### config.mk
export PLATFORM = sky130hd
export DESIGN_NAME = dt_estimator
export DESIGN_NICKNAME = d
export VERILOG_FILES = /design/src/rtl/dt_estimator.sv
export SDC_FILE = /design/constraint.sdc
export NUM_CORES = 1
export LEC_CHECK = 0
export CORE_MARGIN = 5
export CORE_UTILIZATION = 51
export DETAILED_ROUTE_END_ITERATION = 16
export PLACE_DENSITY_LB_ADDON = 0.2
export SLEW_MARGIN = 20
export SYNTH_ARGS = -nofsm -noshare
export SYNTH_HDL_FRONTEND = slang
export SYNTH_SLANG_ARGS = --single-unit
### constraint.sdc
create_clock -name clk -period 2.77 [get_ports clk]
set_clock_uncertainty 0.05 [all_clocks]
set_input_delay 0.277 -clock clk [delete_from_list [all_inputs] [get_ports clk]]
set_output_delay 0.277 -clock clk [all_outputs]
set_load 0.05 [all_outputs]
### src/rtl/dt_estimator.sv
// Windowed temperature difference dT = T[n] - T[n-DEPTH], saturated to signed 8 bits.
// Optional feature: define DT_SMOOTH_EN to average each new dT with the previous output.
module dt_estimator #(
    parameter int DEPTH = 4,
    parameter int TW    = 8
) (
    input  logic          clk,
    input  logic          rst_n,
    input  logic          sample_valid,
    input  logic [TW-1:0] sample,
    input  logic          clear,
    output logic [7:0]    dt,
    output logic          dt_valid,
    output logic          primed
);
    localparam int PW = $clog2(DEPTH);
    localparam int FW = $clog2(DEPTH + 1);
    localparam logic [PW-1:0] PTR_LAST  = PW'(DEPTH - 1);
    localparam logic [FW-1:0] FILL_LAST = FW'(DEPTH - 1);
    localparam logic signed [TW:0] SAT_MAX = 127;
    localparam logic signed [TW:0] SAT_MIN = -128;

    typedef enum logic {WARMUP, RUN} state_t;

    state_t        state_q, state_d;
    logic [PW-1:0] wr_ptr_q, wr_ptr_d;
    logic [FW-1:0] fill_q, fill_d;
    logic [7:0]    dt_q, dt_d;
    logic          dt_valid_q, dt_valid_d;
    logic          primed_q, primed_d;
    logic          hist_we;
    logic [TW-1:0] hist_q [DEPTH];

    logic signed [TW:0] raw;
    logic signed [7:0]  sat_raw;
    logic [7:0]         dt_new;
`ifdef DT_SMOOTH_EN
    logic               seed_q, seed_d;
    logic signed [8:0]  smooth_sum;
`endif

    // One extra bit of headroom makes the subtraction overflow-free for any TW.
    always_comb begin
        raw = $signed({sample[TW-1], sample}) -
              $signed({hist_q[wr_ptr_q][TW-1], hist_q[wr_ptr_q]});
        if (raw > SAT_MAX)      sat_raw = 8'sd127;
        else if (raw < SAT_MIN) sat_raw = -8'sd128;
        else                    sat_raw = raw[7:0];
`ifdef DT_SMOOTH_EN
        smooth_sum = $signed({dt_q[7], dt_q}) + $signed({sat_raw[7], sat_raw});
        dt_new     = seed_q ? sat_raw : smooth_sum[8:1];
`else
        dt_new     = sat_raw;
`endif
    end

    always_comb begin
        state_d    = state_q;
        wr_ptr_d   = wr_ptr_q;
        fill_d     = fill_q;
        dt_d       = dt_q;
        dt_valid_d = 1'b0;
        hist_we    = 1'b0;
`ifdef DT_SMOOTH_EN
        seed_d     = seed_q;
`endif
        if (clear) begin
            state_d  = WARMUP;
            wr_ptr_d = '0;
            fill_d   = '0;
            dt_d     = '0;
`ifdef DT_SMOOTH_EN
            seed_d   = 1'b1;
`endif
        end else if (sample_valid) begin
            hist_we  = 1'b1;
            wr_ptr_d = (wr_ptr_q == PTR_LAST) ? '0 : wr_ptr_q + 1'b1;
            case (state_q)
                WARMUP: begin
                    fill_d = fill_q + 1'b1;
                    if (fill_q == FILL_LAST) state_d = RUN;
                end
                RUN: begin
                    dt_d       = dt_new;
                    dt_valid_d = 1'b1;
`ifdef DT_SMOOTH_EN
                    seed_d     = 1'b0;
`endif
                end
                default: state_d = WARMUP;
            endcase
        end
        primed_d = (state_d == RUN);
    end

    always_ff @(posedge clk or negedge rst_n) begin
        if (!rst_n) begin
            state_q    <= WARMUP;
            wr_ptr_q   <= '0;
            fill_q     <= '0;
            dt_q       <= '0;
            dt_valid_q <= 1'b0;
            primed_q   <= 1'b0;
`ifdef DT_SMOOTH_EN
            seed_q     <= 1'b1;
`endif
        end else begin
            state_q    <= state_d;
            wr_ptr_q   <= wr_ptr_d;
            fill_q     <= fill_d;
            dt_q       <= dt_d;
            dt_valid_q <= dt_valid_d;
            primed_q   <= primed_d;
`ifdef DT_SMOOTH_EN
            seed_q     <= seed_d;
`endif
        end
    end

    // History is only read once the window is full, so it carries no reset.
    always_ff @(posedge clk) begin
        if (hist_we) hist_q[wr_ptr_q] <= sample;
    end

    assign dt       = dt_q;
    assign dt_valid = dt_valid_q;
    assign primed   = primed_q;
endmodule
### Word level (Yosys, flattened, before mapping)

Memories as Yosys holds them, arrays and structs flattened.
Cells that the tools add are included.

* bits in registers: 15
* bits in writable memories: 32
* input port bits: 12
* output and inout port bits: 10
* memories: 1

* $add $sub $neg: 3
* magnitude comparators: 2
* eq/ne operators: 3
* mux-type cells: 22
* reductions and logical operators: 4

Memory list
* hist_q: depth 4, width 8, read ports 1, clocked after Yosys merged registers in 0, wr ports 1, RTL line 32 `logic [TW-1:0] hist_q [DEPTH];`

Operators with widths (number)
* two-way mux 8 bit: 5
* two-way mux 1 bit: 11
* > comparator 9 x 8 -> 1 bit (second input constant): 1
* less-than comparator 9 x 8 -> 1 bit (second input constant): 1
* two-way mux 3 bit: 3
* subtractor 8 x 8 -> 9 bit: 1
* two-way mux 2 bit: 3
* AND reduction 2 bit: 2
* nonzero test 2 bit: 2
* adder 3 x 1 -> 3 bit (second input constant): 1
* == test 3 x 2 -> 1 bit (second input constant): 1
* adder 2 x 1 -> 2 bit (second input constant): 1
* == test 2 bit (second input constant): 1
* inequality test 2 bit (second input constant): 1

### Longest topological paths before layout

An unclocked memory read counts as a cell.

* depth after elaboration: 8
* mapped depth: 10

### Worst setup path after synthesis

Ideal clock, no wire load.

* path type: reg2reg
* start point: reg wr_ptr_q[0]
* end point: reg dt_q[5], in the netlist dt[5]
* library setup time: 130 ps
* data arrival time: 2563 ps
* required time: 2590 ps
* path slack: 27 ps
* stages on the path, launching flop included: 10
* buffers on the path: 1
* clock period less this slack: 2743 ps
* cells stage by stage: dfrtp_1 buf_2 mux4_2 inv_1 ha_1 nor2b_1 o31a_1 or3_1 a41oi_1 o31ai_1

* longest elaborated chain between the ends: 8

Ends and longest elaborated chain
* from (decl): RTL line 26 `logic [PW-1:0] wr_ptr_q, wr_ptr_d;`
* from (signal assigned): RTL line 109 `wr_ptr_q <= wr_ptr_d;`
* memory read (4 x 8 bit) (*)
* subtractor 8 x 8 -> 9 bit (*): RTL line 44 `raw = $signed({sample[TW-1], sample}) -`
* less-than comparator 9 x 8 -> 1 bit: RTL line 47 `else if (raw < SAT_MIN) sat_raw = -8'sd128;`
* two-way mux 8 bit: RTL line 47
* two-way mux 8 bit (*): RTL line 46 `if (raw > SAT_MAX) sat_raw = 8'sd127;`
* two-way mux 8 bit (*): RTL line 78 `case (state_q)`
* two-way mux 8 bit (*): RTL line 75 `end else if (sample_valid) begin`
* two-way mux 8 bit (*): RTL line 67 `if (clear) begin`
* to (signal assigned): RTL line 111 `dt_q <= dt_d;`
* to (decl): RTL line 28 `logic [7:0] dt_q, dt_d;`

Mark *: on every way between the ends. The rest lies on a longest branch, timed or not. The select of a mux whose other input is x is not followed.
A chain may end at the register's enable or synchronous reset.

### Final worst setup path

* start point: reg wr_ptr_q[0]
* end point: reg dt_q[1], in the netlist dt[1]

Same word-level chain as after synthesis.

==> summary.txt <==
Power and ir drop
  • Internal: 1.22 mW
  • Reported net switching power: 0.455 mW
  • Net Sw Frac: 27.2%
  • Leak: 1.11 nW
  • Seq pwr share: 46.9%
  • PwrDens: 579 nW/um2
  • Clock power share: 30.3%
  • VDD IR-drop max: 466 uV
  • Logic pwr share: 22.9%

Global route
  • Initial antenna violation count: 0
  • First-pass GRT wire length: 6640 um
  • GR Util All Layers: 14.3%
  • Vias in the first global route: 1394
  • Largest net degree at the start of global routing: 17
  • Congestion Overflow GR: 0

Status
  • Status: finished, final reports clean

Synthesis
  • Post-synth EDFFs: 32
  • Mapped cell area: 2290 um2
  • Yosys warns: 0
  • Synth async-reset ratio: 31.9%
  • #FFs+latches synth: 47
  • Synth cell types: 34
  • Avg Synthesized Cell Area: 14.0 um2
  • Top cell type by total area after synthesis: edfxtp_1
  • Post-synth top cells: edfxtp_1, dfrtp_1, ha_1, inv_1, nand2_1
  • Top cells by area, synth: edfxtp_1, dfrtp_1, ha_1
  • Commonest register cell after synthesis: edfxtp_1
  • Yosys top cell area share: 41.9%
  • Syn nets: 192
  • Syn Inst Count: 164
  • Most frequent cell after synthesis: edfxtp_1
  • Register area share after synthesis: 58.2%

STA
  • Final Slew Violations: 0
  • Tmin final: 2.71 ns
  • Worst Max-Slew Pin Slew: 0.654 ns
  • Final hold vios: 0
  • # setup viols final: 0
  • Relative slew slack: 56.3%
  • Maximum clock rate: 370 MHz
  • Crit share post-route: 97.7%
  • Final WS setup: 0.0646 ns

Layout
  • # diodes: 0
  • Fin cells: 249
  • Nets: 224
  • Area grow syn2layout: 26.1%
  • Layout cell share with drive strength beyond 1: 24.4%

Clocking
  • Clk root buf: clkbuf_8
  • Clk buf depth: 2
  • CTS buffer count: 5
  • CTS tree: built
  • Clk_lat worst skew: 0.30 ns
  • H-Tree Level Count: 2
  • # clock sinks: 47
  • Hold_buf cts: 0
  • Clock slew at reported path FFs: 0.09 ns

Critical path
  • Buf+Inv Stages, Crit Path: 2
  • CP startpoint kind: flop
  • Worst EP required: 2.89 ns
  • CP top delay family: compound AO/OA/AOI/OAI gates
  • Slowest cell on the critical path: or4b_4
  • Setup crit end kind: flop
  • CP max FO: 6
  • Cells along the critical path: buf_12, mux4_2, inv_1, ha_2, or4b_4, o221a_4, a21oi_4, o211ai_1
  • Critical path type: reg -> reg
  • Arrival time at the worst endpoint: 2.83 ns
  • Max incr delay on CP: 0.48 ns

Placed design
  • Setup Slack @ Placement: 0.0441 ns
  • Port Buf Inserts: 21
  • Gpl congestion: 0.775
  • Inst Count DP: 237
  • Placed wire-length estimate: 2930 um

Die
  • Core Footprint: 4350 um2
  • # rows: 24
  • Starting density of the core: 52.7%
  • Die width: 77.1 um
  • I/O Pins: 22
  • Die ar.: 5940 um2
  • Die Y: 77.1 um

Route
  • TritonRoute pass-1 iters: 4
  • Routed vias: 1424
  • 1st-iter DRT viols: 71
  • Avg Vias per Cell: 5.72
  • Routed WL: 4360 um
  • Remaining DRCs: 0
  • Final ANT Viol Nets: 0
  • Post-DR wirelength/cell: 17.5 um

Run
  • Max cap viols: 0

Min path
  • Hold WC Path Type: in -> async
==> cells by family (layout without fill, tap and decap cells) <==
group           Yosys count  in the layout  synth area share [%]
buf+inv                  18             51                  3.00
simple gates             37             37                  8.12
mux                      11             11                  9.16
compound gates           30             30                  10.5
xor+xnor                  5              5                  1.91
fa+ha+maj                16             16                  9.05
flops                    47             47                  58.2
==> placed cells by master, fill, tap and decap left out, types with 2 or more instances in the layout <==
cell type,netlist,final
ha_2,0,3
inv_2,0,2
nand2b_1,2,2
nor2b_1,3,2
dfrtp_1,15,14
and2_1,5,5
a41oi_2,0,2
a21oi_1,8,7
inv_1,15,13
mux4_2,8,8
clkdlybuf4s50_1,0,21
ha_4,0,2
clkbuf_8,0,5
buf_4,0,5
o21ai_0,5,2
xnor2_1,4,4
nand2_1,15,15
mux2i_1,3,3
a21oi_4,1,2
o21ai_1,0,2
nor2_1,7,7
ha_1,15,10
o311ai_2,0,4
a211oi_1,2,2
edfxtp_1,32,32
==> through the flow <==
step	TNS (ns)	area (um2)	util [%]	total power, mW	hold slack [ns]
after floorplan	0	2290	-	1.02	-0.0686
after global placement	0	2590	59.5	1.09	0.422
after detailed placement	0	2590	59.5	1.10	0.419
after CTS	0	2710	62.2	1.61	0.341
after global routing	-0.215	2890	66.5	1.75	0.375
final	0	2890	66.5	1.67	0.319
==> sequential cells by signal, summed over array words and instances (netlist names) <==
register / count
dt: 8
dt_valid: 1
fill_q: 3
hist_q: 32
primed: 1
wr_ptr_q: 2
==> layer usage <==
layer | GRT usage, % | up-vias | wire length [um]
met3 | 3.75 | 8 | 189
met4 | 5.15 | 0 | 63
met2 | 23.3 | 29 | 2260
li1 | - | 671 | -
met5 | 0 | - | 0
met1 | 18.3 | 716 | 1840
==> worst register-to-register path, cell delays in order (launching register included) <==
cell      delay, ns
dfrtp_2        0.45
buf_12         0.15
mux4_2         0.32
inv_1          0.05
ha_2           0.40
or4b_4         0.48
o221a_4        0.30
a21oi_4        0.25
o211ai_1       0.13
==> power by group through the flow <==
stage / sequential [mW] / combinational [mW] / clock (mW)
after floorplan: 0.799 / 0.217 / 0
after global placement: 0.798 / 0.294 / 0
after detailed placement: 0.799 / 0.305 / 0
after CTS: 0.784 / 0.306 / 0.521
after global routing: 0.787 / 0.414 / 0.552
final: 0.785 / 0.383 / 0.507
==> path summary, 6_finish.rpt <==
check,start,endpoint,slack (ns),depth (start not counted)
min in group clk,dt[7],dt[7],0.43,2
setup reg to reg,wr_ptr_q[0],dt[1],0.06,8
max in group asynchronous,rst_n,wr_ptr_q[0],1.89,1
hold / removal,rst_n,dt[4],0.32,1
setup / recovery,wr_ptr_q[0],dt[1],0.06,8
hold reg to reg,dt[7],dt[7],0.43,2
==> layout make-up <==
class | instances | area (um2)
clock buffer | 5 | 68.8
clock inverter | 3 | 46.3
fill | 310 | 1460
inverter | 15 | 56.3
multi-input combinational | 99 | 1030
sequential | 47 | 1340
tap | 52 | 65.1
timing repair buffer | 28 | 293
==> repair_timing <==
| action | in CTS | in global routing |
|---|---|---|
| gates resized for setup | 0 | 28 |
| setup endpoints to repair | 0 | 7 |
| setup buffers | 0 | 3 |
No activity file was read; power rests on OpenSTA's default activity.
